===== config.mk =====
export PLATFORM = sky130hd
export DESIGN_NAME = ql_ram_arb
export DESIGN_NICKNAME = d
export VERILOG_FILES = /design/src/rtl/ql_ram_arb.sv
export SDC_FILE = /design/constraint.sdc
export NUM_CORES = 1
export LEC_CHECK = 0
export CAP_MARGIN = 20
export CORE_ASPECT_RATIO = 0.5
export CORE_MARGIN = 3
export CORE_UTILIZATION = 46
export CTS_CLUSTER_DIAMETER = 150
export DETAILED_ROUTE_END_ITERATION = 12
export GPL_TIMING_DRIVEN = 0
export PLACE_DENSITY = 0.91
export SYNTH_ARGS = -nofsm -noshare
export SYNTH_HDL_FRONTEND = slang
export SYNTH_SLANG_ARGS = --single-unit

===== constraint.sdc =====
create_clock -name clk -period 5.1 [get_ports clk]
set_clock_uncertainty 0.1 [all_clocks]
set_input_delay 1.02 -clock clk [delete_from_list [all_inputs] [get_ports clk]]
set_output_delay 1.02 -clock clk [all_outputs]
set_load 0.005 [all_outputs]

===== src/rtl/ql_ram_arb.sv =====
// rtl/ql_ram_arb.sv - three-way SDRAM port arbiter (video, CPU, microdrive) with starvation guard and watchdog
module ql_ram_arb #(
  parameter int MDV_MAX_WAIT = 8,
  parameter int TIMEOUT      = 15
) (
  input  logic        clk,
  input  logic        reset,
  input  logic        vid_req,
  input  logic [24:0] vid_addr,
  output logic        vid_ack,
  input  logic        cpu_req,
  input  logic        cpu_wr,
  input  logic [24:0] cpu_addr,
  input  logic [1:0]  cpu_ds,
  input  logic [15:0] cpu_din,
  output logic        cpu_ack,
  input  logic        mdv_req,
  input  logic [24:0] mdv_addr,
  output logic        mdv_ack,
  output logic [15:0] ram_data,
  output logic        video_cycle,
  output logic        timeout_err,
  output logic        sd_start,
  output logic [24:0] sd_addr,
  output logic        sd_we,
  output logic [1:0]  sd_ds,
  output logic [15:0] sd_dout,
  input  logic [15:0] sd_din,
  input  logic        sd_done
);

  localparam logic [1:0] IDLE  = 2'd0;
  localparam logic [1:0] ISSUE = 2'd1;
  localparam logic [1:0] WAIT  = 2'd2;
  localparam logic [1:0] DONE  = 2'd3;

  localparam logic [1:0] OWN_VID = 2'd0;
  localparam logic [1:0] OWN_CPU = 2'd1;
  localparam logic [1:0] OWN_MDV = 2'd2;

  localparam logic [3:0] MDV_LIM = MDV_MAX_WAIT[3:0];
  localparam logic [3:0] TO_LIM  = TIMEOUT[3:0];

  logic [1:0] state;
  logic [1:0] owner;
  logic [1:0] grant;
  logic [3:0] starve_cnt;
  logic [3:0] wait_cnt;
  logic [3:0] wait_next;
  logic       starved;
  logic       any_req;

  assign starved   = (starve_cnt >= MDV_LIM);
  assign any_req   = vid_req | cpu_req | mdv_req;
  assign wait_next = wait_cnt + 4'd1;

  always_comb begin
    grant = OWN_MDV;
    if (vid_req)
      grant = OWN_VID;
    else if (mdv_req && starved)
      grant = OWN_MDV;
    else if (cpu_req)
      grant = OWN_CPU;
  end

  // Ack, data and timeout flag are all loaded on the edge into DONE so they coincide.
  always_ff @(posedge clk or posedge reset) begin
    if (reset) begin
      state       <= IDLE;
      owner       <= OWN_VID;
      wait_cnt    <= 4'd0;
      ram_data    <= 16'h0000;
      video_cycle <= 1'b0;
      timeout_err <= 1'b0;
      sd_start    <= 1'b0;
      sd_addr     <= 25'd0;
      sd_we       <= 1'b0;
      sd_ds       <= 2'b11;
      sd_dout     <= 16'h0000;
      vid_ack     <= 1'b0;
      cpu_ack     <= 1'b0;
      mdv_ack     <= 1'b0;
    end else begin
      sd_start    <= 1'b0;
      timeout_err <= 1'b0;
      vid_ack     <= 1'b0;
      cpu_ack     <= 1'b0;
      mdv_ack     <= 1'b0;
      case (state)
        IDLE: begin
          if (any_req) begin
            owner       <= grant;
            video_cycle <= (grant == OWN_VID);
            sd_start    <= 1'b1;
            state       <= ISSUE;
            case (grant)
              OWN_VID: begin
                sd_addr <= vid_addr;
                sd_we   <= 1'b0;
                sd_ds   <= 2'b00;
              end
              OWN_CPU: begin
                sd_addr <= cpu_addr;
                sd_we   <= cpu_wr;
                sd_ds   <= cpu_ds;
                sd_dout <= cpu_din;
              end
              default: begin
                sd_addr <= mdv_addr;
                sd_we   <= 1'b0;
                sd_ds   <= 2'b00;
              end
            endcase
          end
        end
        ISSUE: begin
          wait_cnt <= 4'd0;
          state    <= WAIT;
        end
        WAIT: begin
          wait_cnt <= wait_next;
          if (sd_done || (wait_next == TO_LIM)) begin
            if (!sd_done) begin
              ram_data    <= 16'hFFFF;
              timeout_err <= 1'b1;
            end else if (!sd_we) begin
              ram_data <= sd_din;
            end
            vid_ack <= (owner == OWN_VID);
            cpu_ack <= (owner == OWN_CPU);
            mdv_ack <= (owner == OWN_MDV);
            state   <= DONE;
          end
        end
        default: begin
          state <= IDLE;
        end
      endcase
    end
  end

  // Counts clocks an mdv request spends waiting behind other owners.
  always_ff @(posedge clk or posedge reset) begin
    if (reset)
      starve_cnt <= 4'd0;
    else if (!mdv_req || mdv_ack)
      starve_cnt <= 4'd0;
    else if ((owner != OWN_MDV) && (starve_cnt != 4'd15))
      starve_cnt <= starve_cnt + 4'd1;
  end

endmodule


# ---- Yosys cells after proc, flatten, opt, wreduce, memory -nomap -nowiden
# Index checks and enable logic that the tools add are counted.
dict set report op_classes {
  n_lt_le_gt_ge 1
  eq_ne 11
  n_addsub 2
  n_reduce_logical 14
  bitwise_logic 2
  mux 25
}
# operator n
set op_table {}
lappend op_table {{case mux 25 bit (2 select lines)} 1}
lappend op_table {{2-to-1 mux 16 bit} 2}
lappend op_table {{2-to-1 mux 1 bit} 12}
lappend op_table {{2-to-1 mux 2 bit} 6}
lappend op_table {{adder 4 x 1 -> 4 bit, second input constant} 2}
lappend op_table {{2-to-1 mux 4 bit} 2}
lappend op_table {{!= test 2 bit, second input constant} 4}
lappend op_table {{case mux 4 bit (2 select lines)} 1}
lappend op_table {{equality test 2 x 1 -> 1 bit, second input constant} 3}
lappend op_table {{logical NOT 2 bit} 3}
lappend op_table {{case mux 2 bit (3 select lines)} 1}
lappend op_table {{AND reduction 3 bit} 2}
lappend op_table {{equality test 2 bit, second input constant} 2}
lappend op_table {{equality test 4 bit, second input constant} 1}
lappend op_table {{greater-or-equal comparator 4 bit, second input constant} 1}
lappend op_table {{!= test 4 bit, second input constant} 1}
lappend op_table {{AND reduction 2 bit} 2}
lappend op_table {{nonzero test 2 bit} 2}
lappend op_table {{logical AND 1 bit} 2}
lappend op_table {{logical OR 1 bit} 2}
lappend op_table {{bitwise OR 1 bit} 2}
lappend op_table {{logical NOT 1 bit} 1}
dict set report word_totals {
  ff_bits 78
  output_inout_bits 66
  in_bits 116
  wordCells 70
}

# ---- Logic depth before layout (Yosys ltp)
# Gate-level depths: netlist of the first run.
dict set report logic_depth {
  word_depth 6
  mapped_depth 9
}

# ---- Least setup slack after synthesis of the first run
# Ideal clock, no wire load.
dict set report synth_path {
  path_kind {in2reg}
  from {in vid_req}
  to {reg sd_dout[0]}
  required_ns 4.883
  cell_stages 6
  setup_ns 0.117
  setup_slack_ns 2.971
  arrival_ns 1.913
  path_cell_list {buf_4 buf_4 nand3b_1 buf_2 nand2_1 nand2_1}
}
dict set report synth_between {
  elab_chain_cells 3
  elab_cells_between_ends 5
  classes_between {eq/ne: 1; mux: 1; bitwise: 2; reduce/logical: 1}
}
# element line
set synth_lines {}
lappend synth_lines {{start, declared} 8} ;# input logic vid_req,
lappend synth_lines {{2-to-1 mux 2 bit / bitwise OR 1 bit (equally long branches)} {59, 54}}
lappend synth_lines {{equality test 2 x 1 -> 1 bit / bitwise OR 1 bit (equally long branches)} {97, 54}}
lappend synth_lines {{AND reduction 3 bit (no line) *} -}
lappend synth_lines {{end signal, assigned} 107} ;# sd_dout <= cpu_din;
lappend synth_lines {{end, declared} 27} ;# output logic [15:0] sd_dout,
# Every way passes the cells marked *; elsewhere a longest branch is shown, timed or not.
# A chain may end at the register's enable or synchronous reset.

# ---- Final worst setup path of the first run
dict set report layout_path {
  from {reg sd_ds[0]}
  to {out sd_ds[0]}
}
# element line
set layout_lines {}
lappend layout_lines {{start, declared} 26} ;# output logic [1:0] sd_ds,
lappend layout_lines {{start signal, assigned} 106} ;# sd_ds <= cpu_ds;
# No word-level cell between the ends.

==> results.toml, run 1 <==
[power]
pwr-share-clk = 0.194
switching_share = 0.349
irDropWorstVdd_mv = 0.277
p_int_mw = 2.06
seq_power_share = 0.341
p_per_area_nw_per_um2 = 501
combPwrFrac = 0.465
power_switching_mw = 1.11
leakagePower_nw = 2.71

[min_path]
worstHoldStart = "sd_dout[3]"
min_path_cells = 2
whs_endpoint = "sd_dout[3]"
hp-class = "reg2reg"

[detailed_routing]
vias_per_cell = 5.32
drc = 0
ant_nets = 0
wl_per_cell_um = 17.4
dr_total_vias = 3807
drtPass1Iterations = 4
drt_iter0_drc = 226
postRouteWirelength_um = 12500

[placed_design]
place_inst = 700
placed_area_um2 = 6040
gp_congestion = 0.923
portBuffers = 179
dp_hpwl_um = 9410

[grt]
grt_use_met2 = 0.478
grt_use_met3 = 0.0622
grt_pass1_wl_um = 20300
gr-usage-all-layers = 0.254
antenna_found_initial = 0
grt_pass1_vias = 4052
grt_start_max_net_pins = 53
grt_use_met1 = 0.296
busiest_layer = "met2"
grt-ovfl-total = 0

[clock_network]
cts_resized = 0
tritoncts = "yes"
numCtsBuffers = 9
hold_buffers = 0
clk_latency_ns = 0.33
clock_sinks = 78
clock_path_buffers = 2
clock-root-buffer = "clkbuf_16"
path_clk_slew_ns = 0.06
htreeDepth = 3
postCtsSetupRepairBufs = 0

[worst_setup_path]
critical-path-top-delay-family = "buffers and inverters"
critical_path_buf_inv_count = 1
crit_fanout = 2
end_kind = "output pin"
reg2reg_depth = 7
cp-startpoint = "sd_ds[0]"
crit_arrival_ns = 1.40
r2r-end = "sd_dout[0]"
cp_slowest_cell = "clkdlybuf4s50_1"
crit_chain = "clkdlybuf4s50_1"
rr_startpoint = "state[0]"
path_class = "reg2out"
max_stage_delay_ns = 0.54
worst-r2r-setup-slack_ns = 3.07
worstSetupStartpointType = "register"
required_ns = 3.98

[timing]
rsz0062_at_grt = "no"
fin_crit_sh = 0.494
slew_headroom = 0.517
drv_slew = 0
finalHoldViolCount = 0
setup_viol = 0
tns_ns = 0
worst_slew_pin_slew_ns = 0.719
max_freq_ghz = 0.397
min_period_ns = 2.52

[die]
start_util = 0.492
pin_count = 182
rows = 23
die_w_um = 139
die_h_um = 72.6
core_um2 = 8290
die_area_um2 = 10100

[synthesis]
synth_flop_cell = "dfrtp_1"
synth_edf_count = 0
syn_area_per_cell_um2 = 9.99
syn_nets = 531
syn_area_um2 = 4080
synth_cell_types = 45
yosysWarnings = 0
synthArstFlopShare = 1.00
netlist_instances = 408
synth_seq_cells = 78
ys_seq_area_frac = 0.479

[finish]
design_area_um2 = 6330
finalNonFillerCells = 716
diodes = 0
fin_nets = 722
layout_commonest_cell = "clkdlybuf4s50_1"
fillCellCount = 569
area_growth_pct = 55.2
multi_input_area_um2 = 1920
drive_above_1_share = 0.129
ff_latch_area_um2 = 1950
mostFrequentLayoutCells = "179 x clkdlybuf4s50_1, 87 x nand2_1, 76 x dfrtp_1"

[flow_run]
drv_cap = 0

[outcome]
status = "complete, no violations"
[power groups by stage]
stage	clock network [mW]	logic, mW	registers (mW)
4_1_cts	0.627	1.49	1.08
3_5_place_dp	0	1.48	1.08
3_3_place_gp	0	1.43	1.07
6_report	0.616	1.47	1.08
5_1_grt	0.650	1.61	1.12
2_1_floorplan	0	0.685	1.08
[routing by layer]
metal	vias up	share of wire
met5	-	0
met3	17	0.045
met2	99	0.54
met4	0	0.019
met1	1880	0.40
li1	1811	-
[cell families after synthesis]
logic type	share of synthesized area
AOI/OAI and AO/OA	0.169
xor gates and xnor gates	0.00430
adders and majority gates	0.0215
buffers and inverters	0.0491
DFF	0.479
muxes	0.122
and+or+nand+nor	0.155
[sequential cells by signal, indices dropped and copies added (netlist names)]
register	count
owner	2
sd_addr	25
sd_dout	16
ram_data	16
state	2
timeout_err	1
starve_cnt	4
vid_ack	1
mdv_ack	1
sd_start	1
cpu_ack	1
sd_we	1
sd_ds	2
wait_cnt	4
video_cycle	1
[cell type report]
type,instances,area share
sequential,78,0.309
multi-input combinational,292,0.304
timing repair buffer,180,0.288
clock buffer,13,0.0427
buffer,27,0.0251
tap,112,0.0221
inverter,11,0.00692
clock inverter,3,0.00277
[through the flow]
stage,setup slack (ns),util,power [mW],hold slack (ns)
6_report,2.58,0.763,3.17,0.368
5_1_grt,2.49,0.763,3.39,0.406
4_1_cts,2.56,0.763,3.19,0.376
3_5_place_dp,2.25,0.729,2.56,0.362
3_3_place_gp,0.705,0.725,2.49,0.357
2_1_floorplan,1.99,-,1.77,0.359
[Yosys cell counts, types with 3 or more instances]
library cell	n	share of area
a21oi_1	8	0.0098
a21oi_2	9	0.019
a22o_1	3	0.0064
a311oi_1	3	0.0064
buf_2	10	0.012
buf_4	4	0.0074
buf_6	4	0.011
clkbuf_1	9	0.0083
dfrtp_1	76	0.47
ha_1	7	0.021
inv_1	8	0.0074
mux2_2	23	0.064
mux2i_1	24	0.059
nand2_1	87	0.080
nand2b_1	7	0.011
nand3_1	7	0.0086
nor2_1	25	0.023
nor3_1	4	0.0049
o21ai_0	25	0.031
o22ai_1	17	0.026
o2bb2ai_1	16	0.034
[worst max path at each step]
stage             endpoint  cells after the start  slack (ns)
2_1_floorplan      cpu_ack                      1        1.99
3_3_place_gp    sd_dout[4]                      2        0.70
3_5_place_dp    sd_dout[9]                      6        2.25
4_1_cts           sd_ds[0]                      1        2.56
5_1_grt        sd_dout[10]                      6        2.49
6_report          sd_ds[0]                      1        2.58
Power figures use the tool's default switching activity.
==> inputs of run 2 (changes only) <==
- CORE_UTILIZATION: 46 -> 38
- PLACE_DENSITY: 0.91 -> 0.81
- clock period: 5.1 -> 2.1 ns (I/O delays scaled with it)
==> run 2 against run 1 <==
Against the previous run: die area is 20% higher; clock power grew to 2.9 times the previous value; final cell count is 4.1% higher; utilization is 14 points lower; sequential power is 140% higher; largest power group unchanged; highest routed layer unchanged.
==> results.toml, run 2 (synthesis gave the netlist of run 1 again) <==
[outcome]
status = "complete, no violations"

[clock_network]
numCtsBuffers = 9
hold_buffers = 0
cts_resized = 0
clock-root-buffer = "clkbuf_16"
path_clk_slew_ns = 0.07
tritoncts = "yes"
clk_latency_ns = 0.34
clock_path_buffers = 2
clock_sinks = 78
htreeDepth = 3

[grt]
grt-ovfl-total = 0
grt_start_max_net_pins = 38
gr-usage-all-layers = 0.211
antenna_found_initial = 0
grt_pass1_wl_um = 20400
grt_pass1_vias = 4007

[detailed_routing]
vias_per_cell = 5.15
drtPass1Iterations = 4
ant_nets = 0
drt_iter0_drc = 142
drc = 0
postRouteWirelength_um = 12700
dr_total_vias = 3836
wl_per_cell_um = 17.0

[finish]
finalNonFillerCells = 745
fin_nets = 723
design_area_um2 = 6450
layout_commonest_cell = "clkdlybuf4s50_1"
drive_above_1_share = 0.134
largest_reg_flops = 25
top_register = "sd_addr"
area_growth_pct = 58.1
mostFrequentLayoutCells = "179 x clkdlybuf4s50_1, 87 x nand2_1, 76 x dfrtp_1"
diodes = 0
top_regs = "sd_addr (25), ram_data (16), sd_dout (16)"

[worst_setup_path]
required_ns = 2.18
crit_fanout = 6
rr_startpoint = "wait_cnt[1]"
crit_chain = "ha_1 > nand2b_1 > o21ai_2 > a311oi_1 > nor4_1"
end_kind = "register"
cp_slowest_cell = "a311oi_1"
path_class = "reg2reg"
crit_arrival_ns = 2.12
cp-startpoint = "wait_cnt[1]"
max_stage_delay_ns = 0.68
worstSetupStartpointType = "register"

[die]
start_util = 0.395
core_um2 = 10300
pin_count = 182
die_w_um = 152
rows = 26
die_area_um2 = 12100
die_h_um = 79.3

[power]
switching_share = 0.336
irDropWorstVdd_mv = 0.635
p_per_area_nw_per_um2 = 1250
combPwrFrac = 0.449
pwr-share-clk = 0.225
power_switching_mw = 2.70
power_mw = 8.03
seq_power_share = 0.327
leakagePower_nw = 2.75
p_int_mw = 5.33

[timing]
tns_ns = 0
hold_slack_ns = 0.341
slew_headroom = 0.491
min_period_ns = 2.04
max_freq_ghz = 0.490
fin_crit_sh = 0.972
setup_viol = 0
worst_slew_pin_slew_ns = 0.758
finalHoldViolCount = 0
rsz0062_at_grt = "no"
drv_slew = 0

[placed_design]
placed_area_um2 = 6090
dp_hpwl_um = 9690
portBuffers = 179
place_inst = 729
gp_congestion = 0.837

[min_path]
hp-class = "in2async"

[flow_run]
drv_cap = 0
==> run 2: cell types whose count changed in the layout (fill, tap and decap cells not counted), moves of 2 or more <==
cell	delta
clkbuf_8	+2
bufinv_16	+2
clkinv_2	-2
clkbuf_1	-2
buf_12	+2
==> run 2: worst paths after layout <==
kind                                    end  slack (ns)  depth (start not counted)
min in group clk                 sd_dout[8]        0.37                          2
max in group asynchronous          sd_ds[1]        0.76                          4
worst min register to register   sd_dout[8]        0.37                          2
worst max register to register      vid_ack        0.06                          5
worst min-delay path            ram_data[2]        0.34                          2
worst max-delay path                vid_ack        0.06                          5
==> run 2: final cells by class <==
cell class / instances / area (um2)
timing repair buffer: 182 / 1840
inverter: 11 / 45.0
clock inverter: 2 / 60.1
clock buffer: 14 / 294
buffer: 26 / 155
multi-input combinational: 292 / 1920
sequential: 78 / 1950
tap: 140 / 175
fill: 866 / 3870
==> run 2: power groups by stage <==
stage	logic (mW)	clock network [mW]	registers, mW
finish	3.60	1.80	2.62
global route	3.95	1.90	2.72
CTS	3.61	1.84	2.63
global placement	3.48	0	2.60
detailed placement	3.58	0	2.63
floorplan	1.66	0	2.63
==> run 2: worst max-delay path, delay by kind of cell, from the launching register on <==
kind	cells	cell delay [ns]
fa+ha+maj	1	0.21
simple gates	2	0.34
compound gates	2	0.82
flops	1	0.42
==> run 2: timing repair <==
item / 4_1_cts / 5_1_grt
pin swaps: 1 / 1
gates cloned: 0 / 0
setup endpoints to repair: 9 / 31
buffers inserted: 0 / 1
==> run 2: through the flow <==
step | util | worst slack [ns]
2_1_floorplan | - | 0.407
3_3_place_gp | 0.587 | -0.248
3_5_place_dp | 0.590 | -0.186
4_1_cts | 0.625 | 0.00926
5_1_grt | 0.625 | 0.0208
6_report | 0.625 | 0.0591
==> run 2: routing by layer <==
metal  GRT usage  routed length (um)  vias to the layer above
li1            -                   -                     1815
met2       0.375                6530                       99
met5           0                   0                        -
met4      0.0711                 320                        0
met3      0.0408                 434                       25
met1       0.263                5400                     1897
